File: src/rtl/combat_resolver_pkg.sv
// Shared encodings for the fighter blocks and the combat resolver:
// action one-hot bits, facing bit index, winner codes and round FSM states.
package combat_resolver_pkg;

    localparam int FACING_BIT = 6;

    localparam logic [5:0] ACT_WALKING   = 6'b000001;
    localparam logic [5:0] ACT_CROUCHING = 6'b000010;
    localparam logic [5:0] ACT_SHIELDING = 6'b000100;
    localparam logic [5:0] ACT_JUMPING   = 6'b001000;
    localparam logic [5:0] ACT_PUNCHING  = 6'b010000;
    localparam logic [5:0] ACT_STANDING  = 6'b100000;

    localparam logic [1:0] WIN_NONE = 2'b00;
    localparam logic [1:0] WIN_P0   = 2'b01;
    localparam logic [1:0] WIN_P1   = 2'b10;
    localparam logic [1:0] WIN_DRAW = 2'b11;

    localparam logic [3:0] HEALTH_MAX = 4'd15;

    typedef enum logic {
        FIGHT = 1'b0,
        OVER  = 1'b1
    } round_state_e;

endpackage

File: src/rtl/combat_resolver_hit_check.sv
// Combinational outcome of one attacker's punch against one defender:
// clean hit, block, or (neither asserted) miss.
module hit_check
    import combat_resolver_pkg::*;
#(
    parameter int             XW    = 10,
    parameter logic [XW-1:0]  REACH = 10'd48
) (
    input  logic [XW-1:0] att_x,
    input  logic          att_facing_left,
    input  logic          att_req,
    input  logic [XW-1:0] def_x,
    input  logic [5:0]    def_action,
    input  logic [3:0]    def_shield,
    input  logic          def_invuln,
    output logic          is_hit,
    output logic          is_block
);

    logic in_reach;
    logic dodging;
    logic shielding;
    logic connects;

    always_comb begin
        in_reach = 1'b0;
        // Ordering test first keeps the unsigned difference from wrapping.
        if (att_facing_left) begin
            if (att_x >= def_x) in_reach = ((att_x - def_x) <= REACH);
        end else begin
            if (def_x >= att_x) in_reach = ((def_x - att_x) <= REACH);
        end

        dodging   = |(def_action & (ACT_JUMPING | ACT_CROUCHING));
        shielding = |(def_action & ACT_SHIELDING);
        connects  = att_req && in_reach && !dodging && !def_invuln;

        is_block  = connects && shielding && (def_shield != 4'd0);
        is_hit    = connects && !is_block;
    end

endmodule

File: src/rtl/combat_resolver.sv
// Resolves both players' punches each cycle, owns both health registers and
// the invulnerability timers, and runs the FIGHT/OVER round state machine.
module combat_resolver
    import combat_resolver_pkg::*;
#(
    parameter int             XW            = 10,
    parameter logic [XW-1:0]  REACH         = 10'd48,
    parameter logic [3:0]     DAMAGE        = 4'd2,
    parameter logic [3:0]     CHIP_DAMAGE   = 4'd0,
    parameter logic [23:0]    INVULN_CYCLES = 24'd12_500_000
) (
    input  logic          clk,
    input  logic          reset,
    input  logic          new_round,
    input  logic          attack_req0,
    input  logic          attack_req1,
    input  logic [6:0]    action0,
    input  logic [6:0]    action1,
    input  logic [3:0]    shield0,
    input  logic [3:0]    shield1,
    input  logic [XW-1:0] x0,
    input  logic [XW-1:0] x1,
    output logic [3:0]    health0,
    output logic [3:0]    health1,
    output logic          hit0,
    output logic          hit1,
    output logic          block0,
    output logic          block1,
    output logic          game_over,
    output logic [1:0]    winner
);

    function automatic logic [3:0] sat_sub(input logic [3:0] a, input logic [3:0] b);
        return (a > b) ? (a - b) : 4'd0;
    endfunction

    round_state_e state_q, state_d;
    logic [3:0]   health0_q, health0_d, health1_q, health1_d;
    logic [23:0]  cnt0_q, cnt0_d, cnt1_q, cnt1_d;
    logic         hit0_q, hit0_d, hit1_q, hit1_d;
    logic         block0_q, block0_d, block1_q, block1_d;
    logic [1:0]   winner_q, winner_d;

    logic fighting;
    logic hit_on0, block_on0, hit_on1, block_on1;

    // A restart pulse suppresses any attack in the same cycle.
    assign fighting = (state_q == FIGHT) && !new_round;

    // Player 0 attacking player 1.
    hit_check #(.XW(XW), .REACH(REACH)) u_check_0to1 (
        .att_x           (x0),
        .att_facing_left (action0[FACING_BIT]),
        .att_req         (attack_req0 && fighting),
        .def_x           (x1),
        .def_action      (action1[5:0]),
        .def_shield      (shield1),
        .def_invuln      (cnt1_q != 24'd0),
        .is_hit          (hit_on1),
        .is_block        (block_on1)
    );

    // Player 1 attacking player 0.
    hit_check #(.XW(XW), .REACH(REACH)) u_check_1to0 (
        .att_x           (x1),
        .att_facing_left (action1[FACING_BIT]),
        .att_req         (attack_req1 && fighting),
        .def_x           (x0),
        .def_action      (action0[5:0]),
        .def_shield      (shield0),
        .def_invuln      (cnt0_q != 24'd0),
        .is_hit          (hit_on0),
        .is_block        (block_on0)
    );

    always_comb begin
        state_d   = state_q;
        health0_d = health0_q;
        health1_d = health1_q;
        cnt0_d    = (cnt0_q != 24'd0) ? cnt0_q - 24'd1 : cnt0_q;
        cnt1_d    = (cnt1_q != 24'd0) ? cnt1_q - 24'd1 : cnt1_q;
        hit0_d    = 1'b0;
        hit1_d    = 1'b0;
        block0_d  = 1'b0;
        block1_d  = 1'b0;
        winner_d  = winner_q;

        if (new_round) begin
            state_d   = FIGHT;
            health0_d = HEALTH_MAX;
            health1_d = HEALTH_MAX;
            cnt0_d    = 24'd0;
            cnt1_d    = 24'd0;
            winner_d  = WIN_NONE;
        end else if (state_q == FIGHT) begin
            if (hit_on0) begin
                health0_d = sat_sub(health0_q, DAMAGE);
                cnt0_d    = INVULN_CYCLES;
                hit0_d    = 1'b1;
            end else if (block_on0) begin
                health0_d = sat_sub(health0_q, CHIP_DAMAGE);
                block0_d  = 1'b1;
            end

            if (hit_on1) begin
                health1_d = sat_sub(health1_q, DAMAGE);
                cnt1_d    = INVULN_CYCLES;
                hit1_d    = 1'b1;
            end else if (block_on1) begin
                health1_d = sat_sub(health1_q, CHIP_DAMAGE);
                block1_d  = 1'b1;
            end

            if (health0_d == 4'd0 || health1_d == 4'd0) begin
                state_d = OVER;
                if (health0_d == 4'd0 && health1_d == 4'd0) winner_d = WIN_DRAW;
                else if (health1_d == 4'd0)                 winner_d = WIN_P0;
                else                                        winner_d = WIN_P1;
            end
        end
    end

    always_ff @(posedge clk) begin
        if (reset) begin
            state_q   <= FIGHT;
            health0_q <= HEALTH_MAX;
            health1_q <= HEALTH_MAX;
            cnt0_q    <= 24'd0;
            cnt1_q    <= 24'd0;
            hit0_q    <= 1'b0;
            hit1_q    <= 1'b0;
            block0_q  <= 1'b0;
            block1_q  <= 1'b0;
            winner_q  <= WIN_NONE;
        end else begin
            state_q   <= state_d;
            health0_q <= health0_d;
            health1_q <= health1_d;
            cnt0_q    <= cnt0_d;
            cnt1_q    <= cnt1_d;
            hit0_q    <= hit0_d;
            hit1_q    <= hit1_d;
            block0_q  <= block0_d;
            block1_q  <= block1_d;
            winner_q  <= winner_d;
        end
    end

    assign health0   = health0_q;
    assign health1   = health1_q;
    assign hit0      = hit0_q;
    assign hit1      = hit1_q;
    assign block0    = block0_q;
    assign block1    = block1_q;
    assign game_over = (state_q == OVER);
    assign winner    = winner_q;

endmodule

File: config.mk
export PLATFORM = sky130hd
export DESIGN_NAME = combat_resolver
export DESIGN_NICKNAME = d
export VERILOG_FILES = /design/src/rtl/combat_resolver_pkg.sv /design/src/rtl/combat_resolver_hit_check.sv /design/src/rtl/combat_resolver.sv
export SDC_FILE = /design/constraint.sdc
export NUM_CORES = 1
export LEC_CHECK = 0
export ABC_CLOCK_PERIOD_IN_PS = 3670
export CAP_MARGIN = 20
export CORE_MARGIN = 10
export CORE_UTILIZATION = 30
export CTS_CLUSTER_SIZE = 8
export DETAILED_ROUTE_END_ITERATION = 12
export GPL_ROUTABILITY_DRIVEN = 0
export SLEW_MARGIN = 20
export SYNTH_ARGS = -nofsm -noshare
export SYNTH_HDL_FRONTEND = slang
export SYNTH_SLANG_ARGS = --single-unit
File: constraint.sdc
create_clock -name clk -period 3.67 [get_ports clk]
set_input_delay 0.9175 -clock clk [delete_from_list [all_inputs] [get_ports clk]]
set_output_delay 0.9175 -clock clk [all_outputs]
set_load 0.05 [all_outputs]
* Yosys cells after proc, flatten, opt, wreduce, memory -nomap -nowiden
Index checks and enable logic that the tools add are counted.
** Storage, ports and cells
- Register bits after elaboration :: 63
- Bits in latches :: 0
- Bits in writable memories :: 0
- ROM bits :: 0
- Bits of input ports :: 47
- Output and inout bits :: 15
- Memories :: 0
** Cells by class
- Add/subtract/negate cells :: 6
- Multipliers :: 0
- Divide/modulo/power cells :: 0
- Order comparisons :: 8
- Equal/unequal tests :: 0
- Shifts and indexed selects :: 0
- Multiplexer cells :: 30
- Bitwise operators :: 1
- Reduce and logical (&&, ||, !) cells :: 37
** Operators by type and width (count)
- 24-bit 2-to-1 mux :: 6
- 4-bit 2-to-1 mux :: 12
- 24-bit nonzero test :: 2
- 24-bit by 1-bit subtractor with 24-bit output, second input constant :: 2
- 10-bit greater-or-equal comparator :: 2
- 10-bit by 6-bit <= comparator with 1-bit output, second input constant :: 2
- 10-bit subtractor :: 2
- 1-bit logical AND :: 16
- 1-bit 2-to-1 mux :: 10
- 4-bit by 1-bit greater-than comparator with 1-bit output, second input constant :: 2
- 4-bit by 2-bit greater-than comparator with 1-bit output, second input constant :: 2
- 4-bit logical NOT :: 2
- 4-bit nonzero test :: 2
- 4-bit OR reduction :: 2
- 4-bit by 2-bit subtractor with 4-bit output, second input constant :: 2
- 1-bit logical NOT :: 7
- 2-bit OR reduction :: 3
- 2-bit 2-to-1 mux :: 2
- 3-bit OR reduction :: 1
- 2-bit AND reduction :: 1
- 1-bit logical OR :: 1
- 1-bit NOT :: 1

* Logic depth before layout (Yosys ltp)
Gate-level depths: netlist of the first run.
- Word-level depth :: 18
- Depth in mapped cells :: 14

* By module
From an unflattened synthesis of the first run, not the netlist that was laid out.
** Second synthesis, totals
- Cells, all modules :: 627
- Area total of the unflattened synthesis :: 5086.1 um^2
** By module, submodules not included
- combat_resolver :: instances 1, cells each 365, area each 3129.3 um^2
- hit_check :: instances 2, cells each 131, area each 978.4 um^2

* Least setup slack after synthesis of the first run
Ideal clock, no wire load.
- Kind :: input-to-reg
- From :: input x0[5]
- To :: register winner_q[1], in the netlist winner[1]
- Arrival :: 3.616 ns
- Data required time :: 3.538 ns
- Slack :: -0.078 ns
- Stages :: 13
- Buffers on the path :: 1
- Path through :: inv_1 > ha_1 > clkbuf_1 > nand4_1 > a211oi_1 > nor2_1 > o41ai_1 > nand4_1 > o32ai_1 > a41oi_1 > a311oi_1 > a21bo_2 > a21oi_1
** Between the ends
- Longest elaborated chain between the ends :: 17
** Ends and longest elaborated chain
- start: declaration :: RTL line combat_resolver.sv:21 : input logic [XW-1:0] x0,
- 10-bit subtractor :: RTL line combat_resolver_hit_check.sv:29, combat_resolver_hit_check.sv:31
- 10-bit by 6-bit <= comparator with 1-bit output :: RTL line combat_resolver_hit_check.sv:29, combat_resolver_hit_check.sv:31
- 1-bit 2-to-1 mux :: RTL line combat_resolver_hit_check.sv:29, combat_resolver_hit_check.sv:31
- 1-bit 2-to-1 mux :: RTL line combat_resolver_hit_check.sv:28 : if (att_facing_left) begin
- 1-bit logical AND (3 in series) :: RTL line combat_resolver_hit_check.sv:36 : connects = att_req && in_reach && !dodging && !def_invuln;
- 1-bit logical AND (2 in series) :: RTL line combat_resolver_hit_check.sv:38 : is_block = connects && shielding && (def_shield != 4'd0);
- 1-bit logical NOT :: RTL line combat_resolver_hit_check.sv:39 : is_hit = connects && !is_block;
- 1-bit logical AND :: RTL line combat_resolver_hit_check.sv:39
- 4-bit 2-to-1 mux (on tied branches) :: RTL line combat_resolver.sv:105, combat_resolver.sv:96
- 4-bit 2-to-1 mux :: RTL line combat_resolver.sv:95 : end else if (state_q == FIGHT) begin
- 4-bit 2-to-1 mux :: RTL line combat_resolver.sv:88 : if (new_round) begin
- 4-bit logical NOT (on tied branches) :: RTL line combat_resolver.sv:114, combat_resolver.sv:116, combat_resolver.sv:117
- 2-bit 2-to-1 mux, or another cell as far along :: RTL line combat_resolver.sv:117 : else if (health1_d == 4'd0) winner_d = WIN_P0;
- 2-bit 2-to-1 mux or 2-bit AND reduction (tied branches)
- end signal: assignment :: RTL line combat_resolver.sv:145 : winner_q <= winner_d;
- end: declaration :: RTL line combat_resolver.sv:42 : logic [1:0] winner_q, winner_d;
Parallel ways exist; a longest one is shown, timed or not. The select of a mux whose other input is x is not followed.
A chain may end at the register's enable or synchronous reset.

* Worst setup path after layout of the first run
- From :: input x1[8]
- To :: register winner_q[0], in the netlist winner[0]
** Between the ends
- Longest elaborated chain between the ends :: 17
** Ends and longest elaborated chain
- start: declaration :: RTL line combat_resolver.sv:22 : input logic [XW-1:0] x1,
- 10-bit subtractor :: RTL line combat_resolver_hit_check.sv:29, combat_resolver_hit_check.sv:31
- 10-bit by 6-bit <= comparator with 1-bit output :: RTL line combat_resolver_hit_check.sv:29, combat_resolver_hit_check.sv:31
- 1-bit 2-to-1 mux :: RTL line combat_resolver_hit_check.sv:29, combat_resolver_hit_check.sv:31
- 1-bit 2-to-1 mux :: RTL line combat_resolver_hit_check.sv:28
- 1-bit logical AND (3 in series) :: RTL line combat_resolver_hit_check.sv:36
- 1-bit logical AND (2 in series) :: RTL line combat_resolver_hit_check.sv:38
- 1-bit logical NOT :: RTL line combat_resolver_hit_check.sv:39
- 1-bit logical AND :: RTL line combat_resolver_hit_check.sv:39
- 4-bit 2-to-1 mux (on tied branches) :: RTL line combat_resolver.sv:105, combat_resolver.sv:96
- 4-bit 2-to-1 mux :: RTL line combat_resolver.sv:95
- 4-bit 2-to-1 mux :: RTL line combat_resolver.sv:88
- 4-bit logical NOT (on tied branches) :: RTL line combat_resolver.sv:114, combat_resolver.sv:116, combat_resolver.sv:117
- 2-bit 2-to-1 mux, or another cell as far along :: RTL line combat_resolver.sv:117
- 2-bit 2-to-1 mux or 2-bit AND reduction (tied branches)
Parallel ways exist; a longest one is shown, timed or not. The select of a mux whose other input is x is not followed.

==> results.ini, run 1 <==
[routing]
met2_length_um = 5300
wl_met3_um = 437
wl_per_cell_um = 13.6
num_vias = 3991
antenna_left = 0
wl_met1_um = 5190
viasPerCell = 4.93
wirelength_um = 11000
drt-pass1-iter-count = 4
initialDrtViolationCount = 193
dr.max_layer_used = met4
drc = 0

[synthesis]
syn_area_per_cell_sq_um = 7.92
synth_seq_area_share_pct = 31.2
async_flop_share_pct = 0
syn_area_sq_um = 4050
syn-instance-count = 511
syn_nets = 584
ys_ff_latch = 63
ys_types = 64
synth_edf_count = 0
synth_top_flop_cell = dfxtp_1
synth_warnings = 0

[clock_tree]
cts_buffers = 9
cts_max_path_buffers = 2
htreeDepth = 3
cts_hold_buf = 0
clkTransAtPathRegs_ps = 50
cts_tree = done
clock_latency_ps = 320
clock-sinks = 63
clock-root-buffer = clkbuf_16

[power]
ir_drop_mv = 0.428
pwr-share-clk_pct = 20.9
internal-power_uw = 2430
p_sw_uw = 1560
sw_frac_of_total_pct = 39.1
p_comb_share_pct = 52.7
p_leak_uw = 0.00249
powerDensity_nw_per_um2 = 675
seqPwrFrac_pct = 26.3

[flow_run]
drv_cap = 0

[status]
outcome = completed

[worst_setup_path]
r2r_cells = 10
worst-path-max-fanout = 7
reg2reg_from = cnt0_q[15]
cp-end-kind = register
critPathRequiredTime_ps = 3880
endpoint = winner[0]
worstSetupPathType = in2reg
arrival_ps = 3780
r2r-end = winner[0]
r2r_setup_slack_ps = 400
startpoint = x1[8]
start_kind = primary input

[final_layout]
instances_no_fill = 809
final_common_cell = buf_4
antennaDiodeCount = 0
layout_common_cells = buf_4, dfxtp_1, nor2_1
area_growth_pct = 46.2
fin_area_sq_um = 5920
nets = 701
drive_above_1_share_pct = 22.7

[sta]
hold_viol_final = 0
worstMarginPinSlew_ps = 635
hold_slack_ps = 463
rsz0062_at_grt = false
finClkSkew_ps = 7.63
slew-limit-headroom_pct = 57.2
max_freq_mhz = 280
slew_viol_final = 0
setup_viol = 0
finalCriticalPeriod_ps = 3570
period_share_pct = 97.2

[grt]
grt_pass1_vias = 3942
grt_antenna_before_repair = 0
grt_max_degree = 32
grt_first_pass_wirelength_um = 18300
grt_usage_pct = 12.0
grt-ovfl-total = 0

[placement]
io_buffers = 55
dpl.cell_count = 785
dpl.hpwl_um = 8330
place_area_sq_um = 5230

[floorplanning]
chipWidth_um = 136
core_area_sq_um = 13200
die-height_um = 136
dieArea_sq_um = 18500
io_pins = 62
initial_core_util_pct = 30.5
row_count = 42

[hold_path]
hold_class = reg2reg

==> cell usage after synthesis, types with 5 or more instances <==
cell	n	area [sq um]
nor2_1	58	218
and3_1	5	31.3
dfxtp_1	63	1260
nand2_1	34	128
a211oi_1	6	45.0
ha_1	26	325
nor3_1	22	110
o41ai_1	5	43.8
nor4_1	9	56.3
o21ai_0	20	100
inv_1	37	139
xor2_1	16	140
nand4_1	7	43.8
nand3_1	15	75.1
a21oi_1	46	230
or3_1	8	50.1
a21o_1	8	60.1
or4_1	5	37.5
xnor2_1	30	263
clkbuf_1	14	52.6
nand2b_1	9	56.3
==> cell type report <==
type | instances | area [sq um]
Tap cell | 176 | 220
Timing Repair Buffer | 125 | 1110
Multi-Input combinational cell | 392 | 2890
Sequential cell | 63 | 1260
Clock inverter | 4 | 45.0
Clock buffer | 12 | 246
Fill cell | 1289 | 7330
Inverter | 37 | 139
==> state kept, by name, summed over array words and instances, names as in the netlist <==
register   count
cnt0_q        24
cnt1_q        24
health0        4
health1        4
winner         2
block0         1
block1         1
game_over      1
hit0           1
hit1           1
==> worst max-delay path, cell delays in order <==
cell,delay (ps)
clkdlybuf4s50_1,540
ha_4,250
buf_4,150
or3_1,340
nand4_1,100
nand4_1,190
o22a_1,250
nand3b_1,180
or2_1,240
a2111o_1,440
a31o_1,190
==> how the worst min path moves through the flow <==
stage | from | to | slack [ps] | cells after the start
after floorplan | cnt1_q[8] | cnt1_q[8] | 440 | 2
after global placement | cnt1_q[8] | cnt1_q[8] | 450 | 2
after detailed placement | cnt1_q[8] | cnt1_q[8] | 460 | 2
after CTS | cnt1_q[8] | cnt1_q[8] | 460 | 2
after global routing | cnt1_q[8] | cnt1_q[8] | 490 | 2
final | cnt1_q[8] | cnt1_q[8] | 460 | 2
==> cells by family (layout without fill, tap and decap cells) <==
family,count (synthesis),after routing,share of synthesized area [%]
and+or+nand+nor,200,200,26.4
AOI/OAI and AO/OA,118,118,18.6
DFF,63,63,31.2
buffers and inverters,56,178,5.29
xor gates and xnor gates,46,46,9.96
adders and majority gates,26,26,8.04
muxes,2,2,0.526
==> metal layers <==
| metal | GRT usage [%] | vias up |
|---|---|---|
| met4 | 2.78 | 0 |
| met2 | 20.5 | 66 |
| li1 | - | 2051 |
| met5 | 0 | - |
| met1 | 14.8 | 1865 |
| met3 | 2.84 | 9 |
==> power groups by stage <==
stage	clock network, uW	registers (uW)	logic (uW)
final	835	1050	2100
after global routing	883	1080	2360
after CTS	855	1050	2090
after detailed placement	0	1060	2030
after global placement	0	1050	1980
after floorplan	0	1030	1640
==> stage by stage <==
stage	TNS, ps	utilization [%]	worst slack [ps]	total power (uW)
3_5_place_dp	-24170	39.5	-736	3090
5_1_grt	0	44.7	1.19	4320
3_3_place_gp	-22590	39.5	-654	3020
4_1_cts	0	43.5	3.93	3990
2_1_floorplan	0	-	9.12	2670
6_report	0	44.7	102	3990
==> timing repair <==
item	CTS	global route
pin swaps	25	23
buffers inserted	6	3
resized for setup	58	32
endpoints found under the setup margin	35	56
Power figures use the tool's default switching activity.
==> run 2, diff against run 1 <==
--- a/config.mk
+++ b/config.mk
@@ -7,11 +7,11 @@
 export LEC_CHECK = 0
 export ABC_CLOCK_PERIOD_IN_PS = 3670
 export CAP_MARGIN = 20
-export CORE_MARGIN = 10
 export CORE_UTILIZATION = 30
 export CTS_CLUSTER_SIZE = 8
 export DETAILED_ROUTE_END_ITERATION = 12
 export GPL_ROUTABILITY_DRIVEN = 0
+export MAX_ROUTING_LAYER = met4
 export SLEW_MARGIN = 20
 export SYNTH_ARGS = -nofsm -noshare
 export SYNTH_HDL_FRONTEND = slang
==> results.ini, run 2 (synthesis results as in run 1) <==
[sta]
slew_viol_final = 0  ; unchanged
period_share_pct = 95.8  ; -1.4 points
worstMarginPinSlew_ps = 661  ; +25.7 ps
finClkSkew_ps = 4.29  ; -3.34 ps
slew-limit-headroom_pct = 55.3  ; -1.9 points
hold_slack_ps = 472  ; +9.36 ps
timing.final.ws_setup_ps = 153  ; +51.1 ps
hold_viol_final = 0  ; unchanged
max_freq_mhz = 284  ; +1.5%
setup_viol = 0  ; unchanged
finalCriticalPeriod_ps = 3520  ; -51.1 ps

[final_layout]
layout_common_cells = buf_4, dfxtp_1, nor2_1
final_common_cell = buf_4
area_growth_pct = 45.1
antennaDiodeCount = 0  ; unchanged
multi_input_area_sq_um = 2890  ; about the same
seqCellArea_sq_um = 1260  ; unchanged
nets = 700  ; -0.14%
instances_no_fill = 807  ; -0.25%
reg_top3 = cnt0_q (24), cnt1_q (24)
fill_cells = 1280  ; -0.70%
drive_above_1_share_pct = 23.3  ; +0.55 points

[power]
ir_drop_mv = 0.404  ; -5.6%
powerDensity_nw_per_um2 = 673  ; -0.23%
p_leak_uw = 0.00245  ; -1.5%

[flow_run]
drv_cap = 0  ; unchanged

[clock_tree]
htreeDepth = 3  ; unchanged
clock_latency_ps = 330  ; about the same
clkTransAtPathRegs_ps = 50  ; about the same
cts_max_path_buffers = 2  ; unchanged
clock-sinks = 63  ; unchanged
cts_tree = done
cts_hold_buf = 0  ; unchanged
cts_buffers = 9  ; unchanged
clock-root-buffer = clkbuf_16

[routing]
initialDrtViolationCount = 205  ; +6.2%
drc = 0  ; unchanged
drt-pass1-iter-count = 4  ; unchanged
wirelength_um = 10800  ; -1.7%
num_vias = 4035  ; +1.1%
viasPerCell = 5.00  ; +1.4%
wl_per_cell_um = 13.4  ; -1.4%
antenna_left = 0  ; unchanged

[floorplanning]
dieArea_sq_um = 14000  ; -25%
row_count = 42  ; unchanged
initial_core_util_pct = 30.7  ; +0.12 points
chipWidth_um = 118  ; -13%
core_area_sq_um = 13200  ; -0.40%
io_pins = 62  ; unchanged
die-height_um = 118  ; -13%

[grt]
grt-ovfl-total = 0  ; unchanged
grt_util_met3_pct = 2.57  ; -0.27 points
grt_max_degree = 32  ; unchanged
grt_first_pass_wirelength_um = 18000  ; -1.8%
grt_use_met2_pct = 27.4  ; +6.9 points
grt_pass1_vias = 3953  ; +0.28%
grt_antenna_before_repair = 0  ; unchanged
top_usage_layer = met2
use_met1_pct = 19.2  ; +4.4 points
grt_usage_pct = 16.2  ; +4.3 points

[worst_setup_path]
startpoint = x1[2]
cp-end-kind = register
reg2reg_from = cnt0_q[15]
r2r_setup_slack_ps = 440  ; +40 ps
endpoint = winner[0]
cp_slowest_cell = a2111o_1
arrival_ps = 3740  ; -40 ps
cp_slowest_stage_delay_ps = 430  ; -110 ps
worstPathCellList = clkdlybuf4s15_1 > ha_4 > buf_4 > nand3_4 > o31ai_1 > o21ai_1 > a32oi_1 > nand4_1 > o22a_1 > nand3b_1 > or2_1 > a2111o_1 > a31o_1
r2r_cells = 10  ; unchanged
start_kind = primary input
r2r-end = winner[0]
worstSetupPathType = in2reg
critPathRequiredTime_ps = 3900  ; +20 ps
worst-path-max-fanout = 5  ; -2

[placement]
io_buffers = 55  ; unchanged
dpl.hpwl_um = 8020  ; -3.7%
post-place-ws_ps = -814  ; -78.0 ps
dpl.cell_count = 776  ; -1.1%

[status]
outcome = completed

[hold_path]
min_from = cnt0_q[3]
hold_class = reg2reg

==> run 2: cell count changes in the layout (fill, tap and decap cells not counted), sizes merged <==
cell           previous run  this run
clkdlybuf4s15             2         3
clkinvlp                  0         1
bufinv                    1         0
clkdlybuf4s50            36        35
clkbuf                   12        14
buf                      70        69
dlygate4sd2               7         4
==> run 2: what timing repair did <==
item	4_1_cts	5_1_grt
gates resized for setup	59	44
setup buffers	5	11
endpoints found under the hold margin	0	0
endpoints found under the setup margin	34	6
pin swaps	26	29
==> run 2: stage by stage <==
step | util, % | instance area, sq um | setup TNS, ps | total power (uW)
floorplan | - | 4060 | 0 | 2670
global route | 44.5 | 5870 | -167 | 4270
finish | 44.5 | 5870 | 0 | 3950
global placement | 39.1 | 5160 | -18810 | 3010
detailed placement | 39.1 | 5160 | -25350 | 3110
CTS | 43.1 | 5690 | 0 | 3940
==> run 2: how the worst min path moves through the flow <==
stage                     end  slack, ps  depth (start not counted)
CTS                 cnt0_q[3]        470                          2
floorplan           cnt1_q[8]        440                          2
finish              cnt0_q[3]        470                          2
detailed placement  cnt0_q[3]        470                          2
global route        cnt0_q[3]        500                          2
global placement    cnt1_q[8]        450                          2
==> run 2: cell type report <==
| class | instances | area share, % |
|---|---|---|
| Tap cell | 176 | 3.75 |
| Clock inverter | 4 | 0.384 |
| Timing Repair Buffer | 124 | 18.6 |
| Multi-Input combinational cell | 392 | 49.3 |
| Inverter | 37 | 2.37 |
| Sequential cell | 63 | 21.5 |
| Clock buffer | 11 | 4.14 |
==> run 2: routing by layer <==
layer / wire (um) / up-vias / share of wire [%]
met3: 327 / 23 / 3.0
li1: - / 2049 / -
met4: 218 / 0 / 2.0
met2: 5350 / 64 / 49
met1: 4950 / 1899 / 46
met5: 0 / - / 0
==> run 2: worst max-delay path, delay by kind of cell <==
family                   cells  cell delay, ps
AO/OA/AOI/OAI                6            1440
AND/OR/NAND/NOR              4             700
buffers and inverters        2             360
adder cells (fa/ha/maj)      1             340
==> run 2: report_power, final <==
group,internal (uW),switching [uW],total (uW)
Sequential,880,174,1050
Clock,467,295,762
Combinational,1000,1130,2130
Total,2350,1600,3950
